<file path="src/rtl/riscp_pkg.sv">
// Shared types for the write-back stage.
// FSM encoding and register-index constants.
package riscp_pkg;

  typedef enum logic [1:0] {
    IDLE      = 2'd0,
    LOAD_WAIT = 2'd1,
    SETUP     = 2'd2,
    PULSE     = 2'd3
  } wb_state_t;

  localparam logic [4:0] REG_ZERO = 5'd0;

endpackage

</file>
<file path="src/rtl/write_back_stage_if.sv">
// Execute -> write-back retire handshake.
// Execute is the master; write-back is the slave.
interface write_back_stage_if #(
  parameter int DATA_WIDTH     = 32,
  parameter int REG_ADDR_WIDTH = 5
) ();

  logic                      ex_valid;
  logic                      ex_ready;
  logic [REG_ADDR_WIDTH-1:0] ex_rd;
  logic [DATA_WIDTH-1:0]     ex_result;
  logic                      ex_reg_write;
  logic                      ex_is_load;

  modport master (
    output ex_valid,
    output ex_rd,
    output ex_result,
    output ex_reg_write,
    output ex_is_load,
    input  ex_ready
  );

  modport slave (
    input  ex_valid,
    input  ex_rd,
    input  ex_result,
    input  ex_reg_write,
    input  ex_is_load,
    output ex_ready
  );

endinterface

</file>
<file path="src/rtl/load_timeout_counter.sv">
// Counts edges spent waiting for a load ack.
// expired is high on the edge that would reach LOAD_TIMEOUT.
module load_timeout_counter #(
  parameter int LOAD_TIMEOUT = 255
) (
  input  logic clock,
  input  logic reset_n,
  input  logic clear,
  input  logic enable,
  output logic expired
);

  localparam int CW = $clog2(LOAD_TIMEOUT + 1);

  logic [CW-1:0] r_count;

  always_ff @(posedge clock or negedge reset_n) begin
    if (!reset_n) begin
      r_count <= '0;
    end else if (clear) begin
      r_count <= '0;
    end else if (enable) begin
      r_count <= r_count + CW'(1);
    end
  end

  assign expired = (r_count == CW'(LOAD_TIMEOUT - 1));

endmodule

</file>
<file path="src/rtl/write_back_stage.sv">
// Write-back stage: retires instructions, fetches load data and
// sequences the register-file write strobe around stable RW/BusW.
module write_back_stage
  import riscp_pkg::*;
#(
  parameter int DATA_WIDTH     = 32,
  parameter int REG_ADDR_WIDTH = 5,
  parameter int LOAD_TIMEOUT   = 255
) (
  input  logic                      clock,
  input  logic                      reset_n,
  write_back_stage_if.slave         ex,
  output logic                      mem_read_req,
  output logic [DATA_WIDTH-1:0]     mem_addr,
  input  logic                      mem_ack,
  input  logic [DATA_WIDTH-1:0]     mem_rdata,
  output logic [REG_ADDR_WIDTH-1:0] RW,
  output logic [DATA_WIDTH-1:0]     BusW,
  output logic                      sig_enable_write,
  output logic                      fwd_valid,
  output logic                      load_timeout_err,
  output logic [31:0]               retired_count
);

  wb_state_t r_state;
  wb_state_t w_state_nxt;

  logic [REG_ADDR_WIDTH-1:0] r_rw;
  logic [REG_ADDR_WIDTH-1:0] w_rw_nxt;
  logic [DATA_WIDTH-1:0]     r_busw;
  logic [DATA_WIDTH-1:0]     w_busw_nxt;
  logic [DATA_WIDTH-1:0]     r_addr;
  logic [DATA_WIDTH-1:0]     w_addr_nxt;
  logic                      r_req;
  logic                      w_req_nxt;
  logic                      r_we;
  logic                      w_we_nxt;
  logic                      r_err;
  logic                      w_err_nxt;
  logic [31:0]               r_retired;
  logic [31:0]               w_retired_nxt;

  logic w_idle;
  logic w_xfer;
  logic w_no_write;
  logic w_clear;
  logic w_enable;
  logic w_expired;

  assign w_idle     = (r_state == IDLE);
  assign w_xfer     = ex.ex_valid && w_idle;
  assign w_no_write = !ex.ex_reg_write ||
                      (ex.ex_rd == REG_ADDR_WIDTH'(REG_ZERO));

  load_timeout_counter #(
    .LOAD_TIMEOUT(LOAD_TIMEOUT)
  ) u_tmo (
    .clock  (clock),
    .reset_n(reset_n),
    .clear  (w_clear),
    .enable (w_enable),
    .expired(w_expired)
  );

  always_ff @(posedge clock or negedge reset_n) begin
    if (!reset_n) begin
      r_state <= IDLE;
    end else begin
      r_state <= w_state_nxt;
    end
  end

  always_comb begin
    w_state_nxt   = r_state;
    w_rw_nxt      = r_rw;
    w_busw_nxt    = r_busw;
    w_addr_nxt    = r_addr;
    w_req_nxt     = r_req;
    w_we_nxt      = r_we;
    w_err_nxt     = r_err;
    w_retired_nxt = r_retired;
    w_clear       = 1'b0;
    w_enable      = 1'b0;
    unique case (r_state)
      IDLE: begin
        if (w_xfer) begin
          unique case (1'b1)
            w_no_write: begin
              w_retired_nxt = r_retired + 32'd1;
            end
            (!w_no_write && ex.ex_is_load): begin
              w_rw_nxt    = ex.ex_rd;
              w_addr_nxt  = ex.ex_result;
              w_req_nxt   = 1'b1;
              w_clear     = 1'b1;
              w_state_nxt = LOAD_WAIT;
            end
            (!w_no_write && !ex.ex_is_load): begin
              w_rw_nxt    = ex.ex_rd;
              w_busw_nxt  = ex.ex_result;
              w_state_nxt = SETUP;
            end
          endcase
        end
      end
      LOAD_WAIT: begin
        if (mem_ack) begin
          w_busw_nxt  = mem_rdata;
          w_req_nxt   = 1'b0;
          w_state_nxt = SETUP;
        end else begin
          w_enable = 1'b1;
          // abort drops the write entirely but still retires
          if (w_expired) begin
            w_req_nxt     = 1'b0;
            w_err_nxt     = 1'b1;
            w_retired_nxt = r_retired + 32'd1;
            w_state_nxt   = IDLE;
          end
        end
      end
      SETUP: begin
        w_we_nxt    = 1'b1;
        w_state_nxt = PULSE;
      end
      PULSE: begin
        w_we_nxt      = 1'b0;
        w_retired_nxt = r_retired + 32'd1;
        w_state_nxt   = IDLE;
      end
      default: begin
        w_state_nxt = IDLE;
      end
    endcase
  end

  always_ff @(posedge clock or negedge reset_n) begin
    if (!reset_n) begin
      r_rw      <= '0;
      r_busw    <= '0;
      r_addr    <= '0;
      r_req     <= 1'b0;
      r_we      <= 1'b0;
      r_err     <= 1'b0;
      r_retired <= '0;
    end else begin
      r_rw      <= w_rw_nxt;
      r_busw    <= w_busw_nxt;
      r_addr    <= w_addr_nxt;
      r_req     <= w_req_nxt;
      r_we      <= w_we_nxt;
      r_err     <= w_err_nxt;
      r_retired <= w_retired_nxt;
    end
  end

  assign ex.ex_ready       = reset_n && w_idle;
  assign mem_read_req      = r_req;
  assign mem_addr          = r_addr;
  assign RW                = r_rw;
  assign BusW              = r_busw;
  assign sig_enable_write  = r_we;
  assign fwd_valid         = (r_state == SETUP) ||
                             (r_state == PULSE);
  assign load_timeout_err  = r_err;
  assign retired_count     = r_retired;

endmodule

</file>
<file path="src/flat_wrapper.sv">
// flat-port wrapper written by rule: the top's interface ports become plain ports
module write_back_stage_flat import riscp_pkg::*;
#(
  parameter int DATA_WIDTH     = 32,
  parameter int REG_ADDR_WIDTH = 5,
  parameter int LOAD_TIMEOUT   = 255
)
  (clock, reset_n, mem_read_req, mem_addr, mem_ack, mem_rdata, RW, BusW, sig_enable_write, fwd_valid, load_timeout_err, retired_count, ex_ex_valid, ex_ex_rd, ex_ex_result, ex_ex_reg_write, ex_ex_is_load, ex_ex_ready);
  write_back_stage_if #(.DATA_WIDTH(DATA_WIDTH), .REG_ADDR_WIDTH(REG_ADDR_WIDTH)) ex_i ();
  input  logic clock;
  input  logic reset_n;
  output logic mem_read_req;
  output logic [DATA_WIDTH-1:0] mem_addr;
  input  logic mem_ack;
  input  logic [DATA_WIDTH-1:0] mem_rdata;
  output logic [REG_ADDR_WIDTH-1:0] RW;
  output logic [DATA_WIDTH-1:0] BusW;
  output logic sig_enable_write;
  output logic fwd_valid;
  output logic load_timeout_err;
  output logic [31:0] retired_count;
  input wire logic [$bits(ex_i.ex_valid)-1:0] ex_ex_valid;
  input wire logic [$bits(ex_i.ex_rd)-1:0] ex_ex_rd;
  input wire logic [$bits(ex_i.ex_result)-1:0] ex_ex_result;
  input wire logic [$bits(ex_i.ex_reg_write)-1:0] ex_ex_reg_write;
  input wire logic [$bits(ex_i.ex_is_load)-1:0] ex_ex_is_load;
  output wire logic [$bits(ex_i.ex_ready)-1:0] ex_ex_ready;
  assign ex_i.ex_valid = ex_ex_valid;
  assign ex_i.ex_rd = ex_ex_rd;
  assign ex_i.ex_result = ex_ex_result;
  assign ex_i.ex_reg_write = ex_ex_reg_write;
  assign ex_i.ex_is_load = ex_ex_is_load;
  assign ex_ex_ready = ex_i.ex_ready;
  write_back_stage #(.DATA_WIDTH(DATA_WIDTH), .REG_ADDR_WIDTH(REG_ADDR_WIDTH), .LOAD_TIMEOUT(LOAD_TIMEOUT)) u_core (.clock(clock), .reset_n(reset_n), .ex(ex_i), .mem_read_req(mem_read_req), .mem_addr(mem_addr), .mem_ack(mem_ack), .mem_rdata(mem_rdata), .RW(RW), .BusW(BusW), .sig_enable_write(sig_enable_write), .fwd_valid(fwd_valid), .load_timeout_err(load_timeout_err), .retired_count(retired_count));
endmodule
</file>
<file path="config.mk">
export PLATFORM = sky130hd
export DESIGN_NAME = write_back_stage_flat
export DESIGN_NICKNAME = d
export VERILOG_FILES = /design/src/rtl/riscp_pkg.sv /design/src/rtl/write_back_stage_if.sv /design/src/rtl/load_timeout_counter.sv /design/src/rtl/write_back_stage.sv /design/src/flat_wrapper.sv
export SDC_FILE = /design/constraint.sdc
export NUM_CORES = 1
export LEC_CHECK = 0
export CAP_MARGIN = 30
export CORE_MARGIN = 2
export CORE_UTILIZATION = 30
export CTS_CLUSTER_DIAMETER = 50
export CTS_CLUSTER_SIZE = 10
export DETAILED_ROUTE_END_ITERATION = 8
export GPL_ROUTABILITY_DRIVEN = 0
export PLACE_DENSITY = 0.53
export SYNTH_ARGS = -nofsm -noshare
export SYNTH_HDL_FRONTEND = slang
export SYNTH_SLANG_ARGS = --single-unit
</file>
<file path="constraint.sdc">
create_clock -name clock -period 5.7 [get_ports clock]
set_input_delay 1.14 -clock clock [delete_from_list [all_inputs] [get_ports clock]]
set_output_delay 1.14 -clock clock [all_outputs]
set_load 0.05 [all_outputs]
</file>
==> results.ini, run 1 <==
[run_status]
run_status = completed

[global_route]
grt_use_total_pct = 16.0
antenna_found_initial = 0
grt_pass1_vias = 4128
grt_pass1_wl_um = 22100
overflow = 0
grt_start_max_net_pins = 64

[layout]
n_antenna_cell = 0
layout-drive-gt1-share_pct = 13.9
area_growth_syn_to_layout_pct = 53.7
nNetsFinal = 697
final_util_pct = 46.9

[timing]
slew_violations = 0
period_needed_ns = 3.95
hold_violations = 0
setup_viol = 0
tightest_slew_ns = 0.882
clock-skew-final_ns = 0.00681
setup_tns_ns = 0
max_freq_mhz = 253
max_slew_margin_pct = 41.1
rsz0062_at_grt = false
finalCritPeriodShare_pct = 69.3

[route]
drc = 0
vias = 3833
wl_met1_um = 5610
maxUsedRoutingLayer = met4
wl_per_cell_um = 15.9
drt_first_pass_iters = 4
antenna_left = 0
dr_wl_met3_um = 1560
via_per_inst = 4.50
met2WireLength_um = 6180
first_iter_violations = 97
routed_wirelength_um = 13600

[worst_setup_path]
crit_fanout = 53
worstSetupPathType = input pin to output pin
crit_path_end_kind = output pin
cp.required_ns = 4.56
arrival_ns = 2.81
start_kind = input pin

[cts]
clock-sinks = 114
post_cts_resized = 0
clk_path_buf_depth = 2
cts_setup_buffers = 0
cts_hold_buf = 0
cts_buffers = 17
root_buffer = clkbuf_16
cts_tree = yes
cts.htree.levels = 4
clock_latency_ns = 0.41
clkTransAtPathRegs_ns = 0.05

[floorplan]
dieArea_mm2 = 0.0179
rows = 47
die_h_um = 134
start_util_pct = 30.5
die_width_um = 134
io-pin-count = 181
core-area_mm2 = 0.0165

[synth]
synth_ff_type = dfrtp_1
yosysSeqAreaShare_pct = 56.5
synth_simple_gate_area_share_pct = 14.1
synth_top_family_by_area = multiplexers
synth_cell_types = 38
syn_area_mm2 = 0.00504
ys_ff_latch = 114
synthTopCellsByCount = dfrtp_1 (114), nand2_1 (59), mux2_2 (37)
synthMuxAreaShare_pct = 14.6
synthAdderAreaFrac_pct = 0.744
synth_most_common_cell = dfrtp_1
synth_xor_xnor_area_share_pct = 6.60
syn_inst = 437
synth_edf_count = 0
async_flop_share_pct = 100
synth_nets = 515
ys_warn_count = 0
syn_avg_cell_area_um2 = 11.5
yosys.area.top_type_share_pct = 56.5
ys_top_cells_by_area = dfrtp_1 (57%), mux2_2 (8.3%), mux2i_1 (6.3%)
synth_largest_area_cell = dfrtp_1
synth_compound_area_share_pct = 4.94

[placed_design]
numPortBuffers = 180
dp_hpwl_um = 9690

[power]
ir_drop_mv = 0.304
leakage_nw = 3.31
power_density_mw_per_mm2 = 618

[hold_path]
min_path_type = register to register

[job]
cap_violations = 0

[placed cells by master, fill, tap and decap left out, types with 7 or more instances in the layout]
master	netlist	routed
inv_1	7	7
dfrtp_1	114	113
nand3_1	14	14
xnor2_1	17	17
nor3_2	6	7
nor2_1	23	23
nand2_1	59	59
mux2_2	37	37
clkbuf_16	0	17
o21ai_0	35	35
xor2_1	21	21
nor3_1	9	8
mux2i_1	32	32
clkdlybuf4s50_1	0	179
[report_power, final]
part / internal, W / switching [W]
clock: 0.000843 / 0.000379
combinational: 0.000787 / 0.00148
sequential: 0.00110 / 0.000203
[layer usage]
layer  vias to the layer above  track usage [%]
met5                         -                0
met4                         0             5.67
met3                        18             8.87
met2                       141             24.9
met1                      1800             18.7
li1                       1874                -
[worst max-delay path, cell delays in order]
cell and delay, ns:
buf_4 0.52, nor3b_1 0.29, clkdlybuf4s50_1 0.84
[final cells by class]
| class | instances | area (µm²) |
|---|---|---|
| Inverter | 7 | 26.3 |
| Clock buffer | 19 | 453 |
| Timing Repair Buffer | 184 | 1840 |
| Fill cell | 1518 | 8770 |
| Multi-Input combinational cell | 295 | 2070 |
| Clock inverter | 13 | 230 |
| Tap cell | 220 | 275 |
| Sequential cell | 114 | 2850 |
[state kept, by name, indices dropped and copies added (netlist names)]
register / cells
u_core.sig_enable_write: 1
u_core.r_state: 2
u_core.load_timeout_err: 1
u_core.RW: 5
u_core.BusW: 32
u_core.mem_read_req: 1
u_core.retired_count: 32
u_core.mem_addr: 32
u_core.u_tmo.r_count: 8
[logic make-up after synthesis]
kind of cell               after synthesis
xor gates and xnor gates                38
adders and majority gates                3
muxes                                   69
AOI/OAI and AO/OA                       44
and+or+nand+nor                        141
DFF                                    114
buffers and inverters                   28
[path summary, 6_finish.rpt]
path | start | cells past startpoint | slack (ns) | endpoint
setup / recovery | reset_n | 3 | 1.75 | ex_ex_ready
hold / removal | u_core.load_timeout_err | 1 | 0.46 | u_core.load_timeout_err
setup reg to reg | u_core.r_state[0] | 6 | 2.96 | u_core.retired_count[17]
hold reg to reg | u_core.load_timeout_err | 1 | 0.46 | u_core.load_timeout_err
max in group asynchronous | reset_n | 2 | 3.63 | u_core.r_state[0]
min in group asynchronous | reset_n | 1 | 0.76 | u_core.retired_count[30]
[metrics by stage]
stage | worst slack, ns | total power (W) | hold WS, ns | instance area, µm² | instances
2_1_floorplan | 2.27 | 0.00279 | 0.505 | 5040 | 437
3_3_place_gp | 1.71 | 0.00358 | 0.454 | 7050 | 819
3_5_place_dp | 1.68 | 0.00361 | 0.448 | 7070 | 820
4_1_cts | 1.66 | 0.00486 | 0.461 | 7750 | 852
5_1_grt | 1.54 | 0.00505 | 0.484 | 7750 | 852
6_report | 1.75 | 0.00479 | 0.458 | 7750 | 852
Note: power is estimated with default switching activity, not from simulation.
==> inputs of run 2 (changes only) <==
==> constraint.sdc (replaced) <==
create_clock -name clock -period 3.78 [get_ports clock]
set_input_delay 0.756 -clock clock [delete_from_list [all_inputs] [get_ports clock]]
set_output_delay 0.756 -clock clock [all_outputs]
set_load 0.05 [all_outputs]
==> run 2 against run 1 <==
Effect of this change:
- non-clock buffer count is 3 higher
- wire length is 1.3% lower
- via count is 0.94% higher
- core utilization is 0.20 points lower
==> results.ini, run 2 (same netlist as run 1, synthesis figures left out) <==
[timing]
setup_viol = 0
clock-skew-final_ns = 0.00876
setup_tns_ns = 0
rsz0062_at_grt = false
slew_violations = 0
max_freq_mhz = 384
period_needed_ns = 2.60
tightest_slew_ns = 0.844
finalCritPeriodShare_pct = 68.8
max_slew_margin_pct = 43.3
hold_violations = 0

[global_route]
grt_pass1_vias = 4096
grt_pass1_wl_um = 21900
grt_use_total_pct = 15.9
antenna_found_initial = 0
grt_start_max_net_pins = 66
overflow = 0

[worst_setup_path]
crit_chain = clkdlybuf4s50_1
crit_path_end_kind = output pin
crit_fanout = 11
arrival_ns = 1.85
crit_family = buffers and inverters
cp.required_ns = 3.02
start_kind = register
max_stage_delay_ns = 0.88
path_buf_inv = 1
cpMaxStageDelayCell = clkdlybuf4s50_1
r2r_start = u_core.r_state[0]
rrSetupSlack_ns = 1.44
r2r_end = u_core.BusW[6]
worstSetupPathType = register to output pin
rr_worst_depth = 7

[layout]
layout-drive-gt1-share_pct = 14.2
n_antenna_cell = 0
final_util_pct = 46.7
fillCellCount = 1513
stdcell_count = 855
area_growth_syn_to_layout_pct = 53.1
final_common_cell = clkdlybuf4s50_1
nNetsFinal = 700
layout_common_cells = clkdlybuf4s50_1 (178), dfrtp_1 (113), nand2_1 (59)

[cts]
cts_hold_buf = 0
post_cts_resized = 0
cts_tree = yes
cts_buffers = 17
clkTransAtPathRegs_ns = 0.05
cts.htree.levels = 4
root_buffer = clkbuf_16
clock-sinks = 114
clk_path_buf_depth = 2
cts_setup_buffers = 0
clock_latency_ns = 0.41

[placed_design]
numPortBuffers = 180
dp_hpwl_um = 9830
post-place-cells = 823

[job]
cap_violations = 0

[route]
routed_wirelength_um = 13400
drc = 0
met2WireLength_um = 6000
maxUsedRoutingLayer = met4
vias = 3869
dr_wl_met3_um = 1520
wl_per_cell_um = 15.6
drt_first_pass_iters = 4
first_iter_violations = 150
via_per_inst = 4.53
antenna_left = 0
wl_met1_um = 5670

[hold_path]
min_path_cells = 1
hold_end = u_core.load_timeout_err
hp-start = u_core.load_timeout_err
min_path_type = register to register

[floorplan]
start_util_pct = 30.5
dieArea_mm2 = 0.0179
core-area_mm2 = 0.0165
io-pin-count = 181
die_h_um = 134
rows = 47
die_width_um = 134

[power]
leakage_nw = 3.31
power_density_mw_per_mm2 = 921
ir_drop_mv = 0.505

[run_status]
run_status = completed

-- run 2: changes by cell type in the layout (fill, tap and decap cells not counted) --
| cell | before | now |
|---|---|---|
| clkinv_2 | 2 | 5 |
| buf_12 | 1 | 0 |
| clkbuf_1 | 0 | 2 |
| inv_6 | 1 | 0 |
| clkinvlp_4 | 3 | 1 |
| buf_4 | 4 | 9 |
| clkdlybuf4s50_1 | 179 | 178 |
| bufinv_16 | 6 | 5 |
| clkinv_4 | 1 | 0 |
-- run 2: layout make-up --
type / instances / area [µm²] / area share, %
inverters: 7 / 26.3 / 0.340
flip-flops and latches: 114 / 2850 / 37.0
multi-input cells: 295 / 2070 / 26.9
clock buffers: 21 / 460 / 5.96
repair buffers: 187 / 1850 / 23.9
well taps: 220 / 275 / 3.56
clock inverters: 11 / 183 / 2.37
-- run 2: through the flow --
step / instance area (µm²) / total power (W) / worst slack, ns / hold slack, ns
after floorplan: 5040 / 0.00421 / 0.888 / 0.460
after global placement: 7080 / 0.00540 / 0.822 / 0.458
after detailed placement: 7080 / 0.00542 / 0.814 / 0.455
after CTS: 7720 / 0.00721 / 1.15 / 0.470
after global routing: 7720 / 0.00749 / 1.08 / 0.487
final: 7720 / 0.00711 / 1.18 / 0.461
-- run 2: report_power, final --
group	internal (W)	total (W)	switching [W]
Combinational	0.00118	0.00337	0.00219
Sequential	0.00166	0.00200	0.000334
Clock	0.00120	0.00175	0.000549
-- run 2: how the worst max path moves through the flow --
stage	from	cells past startpoint	slack (ns)	end
final	u_core.r_state[1]	1	1.18	fwd_valid
after CTS	u_core.r_state[1]	1	1.15	fwd_valid
after detailed placement	ex_ex_rd[0]	6	0.81	u_core.retired_count[11]
after global routing	ex_ex_rd[0]	6	1.08	u_core.retired_count[13]
after floorplan	u_core.r_state[0]	4	0.89	ex_ex_ready
after global placement	ex_ex_rd[0]	6	0.82	u_core.retired_count[12]
-- run 2: routing by layer --
metal | vias to the layer above | track usage [%]
li1 | 1875 | -
met1 | 1829 | 19.0
met5 | - | 0
met3 | 19 | 8.45
met4 | 0 | 5.79
met2 | 146 | 24.4
==> edit 1, RTL diff (settings of run 2) <==
`REG_ZERO`: 5'd0 -> 5'd1.
--- a/src/rtl/riscp_pkg.sv
+++ b/src/rtl/riscp_pkg.sv
@@ -9,7 +9,7 @@
     PULSE     = 2'd3
   } wb_state_t;
 
-  localparam logic [4:0] REG_ZERO = 5'd0;
+  localparam logic [4:0] REG_ZERO = 5'd1;
 
 endpackage
 
Formal check against the unedited RTL: not equivalent (Yosys sat finds a counterexample within 4 cycles, from zero or initial values and one cycle with reset_n low).
==> edit 1 against run 2 <==
Hold slack got worse by 0.0016 ns. Cell area up 1.1%. First-iteration DRC count down 16%. Combinational power about the same. Non-clock buffer count fell by 1. Routed wire length shrank 1.2%. Synthesized cell count stayed put. Synthesized area shrank 0.15%. Power up 3.5%. Setup slack got worse by 0.27 ns. Sequential cell count stayed put.
==> edit 1: results <==
outcome:
  status: "completed"
timing:
  slew_headroom_pct: 46.52
  skew_ns: 0.005986
clock_network:
  root_buffer: "clkbuf_16"
  cts_buffers: 17
  post_cts_buffers: 0
  h-tree-depth: 4
  cts_resized: 0
  clk_latency_ns: 0.41
  cts_buffer_depth: 2
  clkTransAtPathRegs_ns: 0.05
global_routing:
  grt_start_max_net_pins: 64
  met1_usage_pct: 19.64
  grt_pass1_vias: 4165
  grt_use_met2_pct: 23.37
  grt_pass1_wl_um: 21760
  antenna_found_initial: 0
  met3_usage_pct: 7.230
  grt_util_all_layers_pct: 15.55
synthesis:
  yosysSeqAreaShare_pct: 56.63
  netlist_top_cells_area: "dfrtp_1 (57%), mux2_2 (8.3%), mux2i_1 (6.4%)"
  synth.net_count: 515
  synthTopCellsByCount: "dfrtp_1 (114), nand2_1 (59), mux2_2 (37), o21ai_0 (35), mux2i_1 (32)"
  ys_async_sr_fraction_pct: 100.0
  yosysWarnings: 0
  synth_cell_types: 38
route:
  wl_per_cell_um: 15.50
  firstDrtPassIters: 4
  drtIter0Drc: 126
  num_vias: 3878
setup_path:
  r2r_cells: 5
  cp-startpoint: "u_core.r_state[0]"
  rrSetupSlack_ns: 1.41
  max_stage_delay_ns: 0.85
  reg2reg_to: "u_core.retired_count[13]"
  worstPathMaxFanout: 19
  critPathTopFamily: "buffers and inverters"
  arrival_ns: 2.12
  cpMaxStageDelayCell: "clkdlybuf4s50_1"
  crit_path_end: "ex_ex_ready"
cells_and_area:
  drive_above_1_share_pct: 13.74
  fillCellCount: 1504
  nets: 699
  n_antenna_cell: 0
pwr:
  p_leak_nw: 3.335
  p_sw_share_pct: 41.76
  irDropWorstVdd_mv: 0.5734
hold_path:
  hp-class: "reg -> reg"
placed_design:
  port_buffers: 180
  hpwl_um: 9595
==> edit 1: cell types whose count changed after synthesis, sizes merged <==
cell / change
nor3: -1
buf: +1
clkbuf: -1
nor3b: +1
==> edit 1: kinds of logic after synthesis <==
group / share of synthesized area (%)
and+or+nand+nor: 13.96
DFF: 56.63
muxes: 14.63
AOI/OAI and AO/OA: 4.943
xor gates and xnor gates: 6.607
buffers and inverters: 2.484
adders and majority gates: 0.7452
==> edit 1: area by class of cell <==
| cell class | instances | share of cell area [%] |
|---|---|---|
| sequential | 114 | 36.55 |
| multi-input combinational | 295 | 26.45 |
| timing repair buffer | 186 | 23.78 |
| clock buffer | 21 | 6.153 |
| tap | 220 | 3.525 |
| clock inverter | 10 | 3.205 |
| inverter | 7 | 0.3365 |
==> edit 1: power groups by stage <==
stage | sequential, W | combinational [W] | clock, W
3_3_place_gp | 0.00200 | 0.00340 | 0
4_1_cts | 0.00201 | 0.00342 | 0.00203
2_1_floorplan | 0.00335 | 0.000856 | 0
3_5_place_dp | 0.00201 | 0.00341 | 0
6_report | 0.00200 | 0.00337 | 0.00199
5_1_grt | 0.00207 | 0.00356 | 0.00209
==> edit 1: routing by layer <==
| metal | vias to the layer above | routed length, um |
|---|---|---|
| met4 | 0 | 161 |
| met5 | - | 0 |
| met1 | 1829 | 5844 |
| li1 | 1884 | - |
| met2 | 153 | 5817 |
| met3 | 12 | 1398 |
==> edit 1: metrics by stage <==
stage	cells	area [um^2]	setup WS, ns	hold slack [ns]	total power (W)
after floorplan	437	5037	0.8049	0.4604	0.004210
after global placement	822	7078	0.7731	0.4577	0.005401
after detailed placement	822	7078	0.6752	0.4571	0.005423
after CTS	853	7809	0.8182	0.4682	0.007455
after global routing	853	7809	0.8135	0.4926	0.007728
final	853	7809	0.9057	0.4598	0.007361
==> edit 1: worst min path at each step <==
stage | startpoint | to | slack (ns) | cells past startpoint
final | u_core.load_timeout_err | u_core.load_timeout_err | 0.46 | 1
after global placement | u_core.load_timeout_err | u_core.load_timeout_err | 0.46 | 1
after detailed placement | u_core.load_timeout_err | u_core.load_timeout_err | 0.46 | 1
after global routing | u_core.load_timeout_err | u_core.load_timeout_err | 0.49 | 1
after floorplan | reset_n | u_core.BusW[0] | 0.46 | 0
after CTS | u_core.load_timeout_err | u_core.load_timeout_err | 0.47 | 1
==> edit 1: worst register-to-register path, stage by stage, from the launching register on <==
cell and delay (ns):
dfrtp_2 0.65, nand2b_1 0.14, o311a_1 0.42, or2_1 0.47
nor4_1 0.43, xor2_1 0.18
==> edit 2, RTL diff (settings of run 2) <==
Made on the original files. `r_addr` no longer has a reset.
--- a/src/rtl/write_back_stage.sv
+++ b/src/rtl/write_back_stage.sv
@@ -138,7 +138,6 @@
     if (!reset_n) begin
       r_rw      <= '0;
       r_busw    <= '0;
-      r_addr    <= '0;
       r_req     <= 1'b0;
       r_we      <= 1'b0;
       r_err     <= 1'b0;
@@ -146,12 +145,15 @@
     end else begin
       r_rw      <= w_rw_nxt;
       r_busw    <= w_busw_nxt;
-      r_addr    <= w_addr_nxt;
       r_req     <= w_req_nxt;
       r_we      <= w_we_nxt;
       r_err     <= w_err_nxt;
       r_retired <= w_retired_nxt;
     end
+  end
+
+  always_ff @(posedge clock) begin
+    r_addr <= w_addr_nxt;
   end
 
   assign ex.ex_ready       = reset_n && w_idle;
Function: changed (a bounded check fails within 4 cycles, from zero or initial values and one cycle with reset_n low).
==> edit 2 against run 2 <==
Sequential share of layout area rose by 2.9 points. Die area fell by 4.2%. Power shrank 16%. Largest cell class unchanged. Fmax decreased by 13%. Routed wire length down 5.8%. Highest routed layer unchanged. Critical path type unchanged. Synthesized area down 4.3%. Cell area is 2.0% lower. Sequential cell count is the same. First-iteration DRC count is 21% higher. Setup slack lost 0.39 ns.
==> edit 2: results <==
global_routing:
  grt_pass1_vias: 3679
  grt_pass1_wl_um: 19510
  grt_start_max_net_pins: 65
  antenna_found_initial: 0
  grt_util_all_layers_pct: 14.98
placed_design:
  port_buffers: 180
  hpwl_um: 9089
setup_path:
  critPathTopFamily: "buffers and inverters"
  arrival_ns: 2.23
  max_stage_delay_ns: 0.81
hold_path:
  hp-class: "in -> async"
cells_and_area:
  nets: 657
  drive_above_1_share_pct: 9.628
  fillCellCount: 1431
clock_network:
  clk_latency_ns: 0.41
  cts_buffers: 17
outcome:
  status: "completed"
route:
  firstDrtPassIters: 7
  drtIter0Drc: 181
  viasPerCell: 4.566
  wl_um: 12600
synthesis:
  synth_cell_types: 42
  synth-edff-count: 32
  yosysSeqAreaShare_pct: 62.40
  synthTopCellsByCount: "dfrtp_1 (82), nor2_1 (53), a21oi_1 (33), edfxtp_1 (32), mux2i_1 (32)"
  ys_async_sr_fraction_pct: 71.93
  netlist_top_cells_area: "dfrtp_1 (42%), edfxtp_1 (20%), mux2i_1 (6.6%)"
  synthFlopType: "dfrtp_1"
  synth.net_count: 469
timing:
  skew_ns: 0.009697
  slew_headroom_pct: 47.64
pwr:
  p_leak_nw: 2.996
  irDropWorstVdd_mv: 0.5225
==> edit 2: cell types whose count changed in the layout (fill, tap and decap cells not counted), moves of 5 or more <==
cell,change
nand2_1,-48
a21oi_1,+32
dfrtp_1,-32
edfxtp_1,+32
mux2_2,-31
o21ai_0,-31
nor2_1,+30
nor3_2,-7
nand3_1,+5
xor2_1,-5
==> edit 2: through the flow <==
stage                     instance area (um^2)  hold slack [ns]  std cells  setup WS, ns  power (W)
after floorplan                           4828           0.4604        391         1.202   0.003409
after global placement                    6897           0.4478        776        0.7934   0.004265
after detailed placement                  6897           0.4498        776        0.7147   0.004289
after CTS                                 7566           0.4207        808        0.7600   0.006071
after global routing                      7566           0.4492        808        0.6728   0.006284
final                                     7566           0.4180        808        0.7912   0.005991
==> edit 2: logic make-up after synthesis <==
family	synth area share, %
muxes	8.033
xor gates and xnor gates	7.049
and+or+nand+nor	13.35
buffers and inverters	1.969
DFF	62.40
AOI/OAI and AO/OA	6.427
adders and majority gates	0.7775
==> edit 2: worst paths after layout <==
check,startpoint,end,slack (ns),depth (start not counted)
setup reg to reg,u_core.r_state[1],u_core.retired_count[27],1.54,5
setup / recovery,u_core.r_state[1],ex_ex_ready,0.79,3
hold / removal,reset_n,u_core.BusW[7],0.42,2
max in group asynchronous,reset_n,u_core.r_state[0],2.31,3
hold reg to reg,u_core.load_timeout_err,u_core.load_timeout_err,0.46,1
min in group clock,u_core.load_timeout_err,u_core.load_timeout_err,0.46,1
==> edit 2: metal layers <==
| layer | track usage [%] | routed length (um) | vias to the layer above | part of all wire (%) |
|---|---|---|---|---|
| met5 | 0 | 0 | - | 0 |
| met4 | 6.508 | 238 | 0 | 1.9 |
| met3 | 3.705 | 638 | 19 | 5.1 |
| met2 | 24.88 | 6220 | 121 | 49 |
| met1 | 18.64 | 5498 | 1785 | 44 |
| li1 | - | - | 1764 | - |
==> edit 2: power by group <==
group	switching (W)	internal (W)	total (W)
combinational	0.00158	0.000852	0.00243
sequential	0.000228	0.00157	0.00180
clock	0.000567	0.00119	0.00176
==> edit 2: final cells by class <==
type | count | area share [%]
clock inverters | 10 | 1.869
well taps | 216 | 3.572
multi-input cells | 253 | 22.90
clock buffers | 22 | 6.979
inverters | 8 | 0.3969
repair buffers | 185 | 24.44
flip-flops and latches | 114 | 39.84
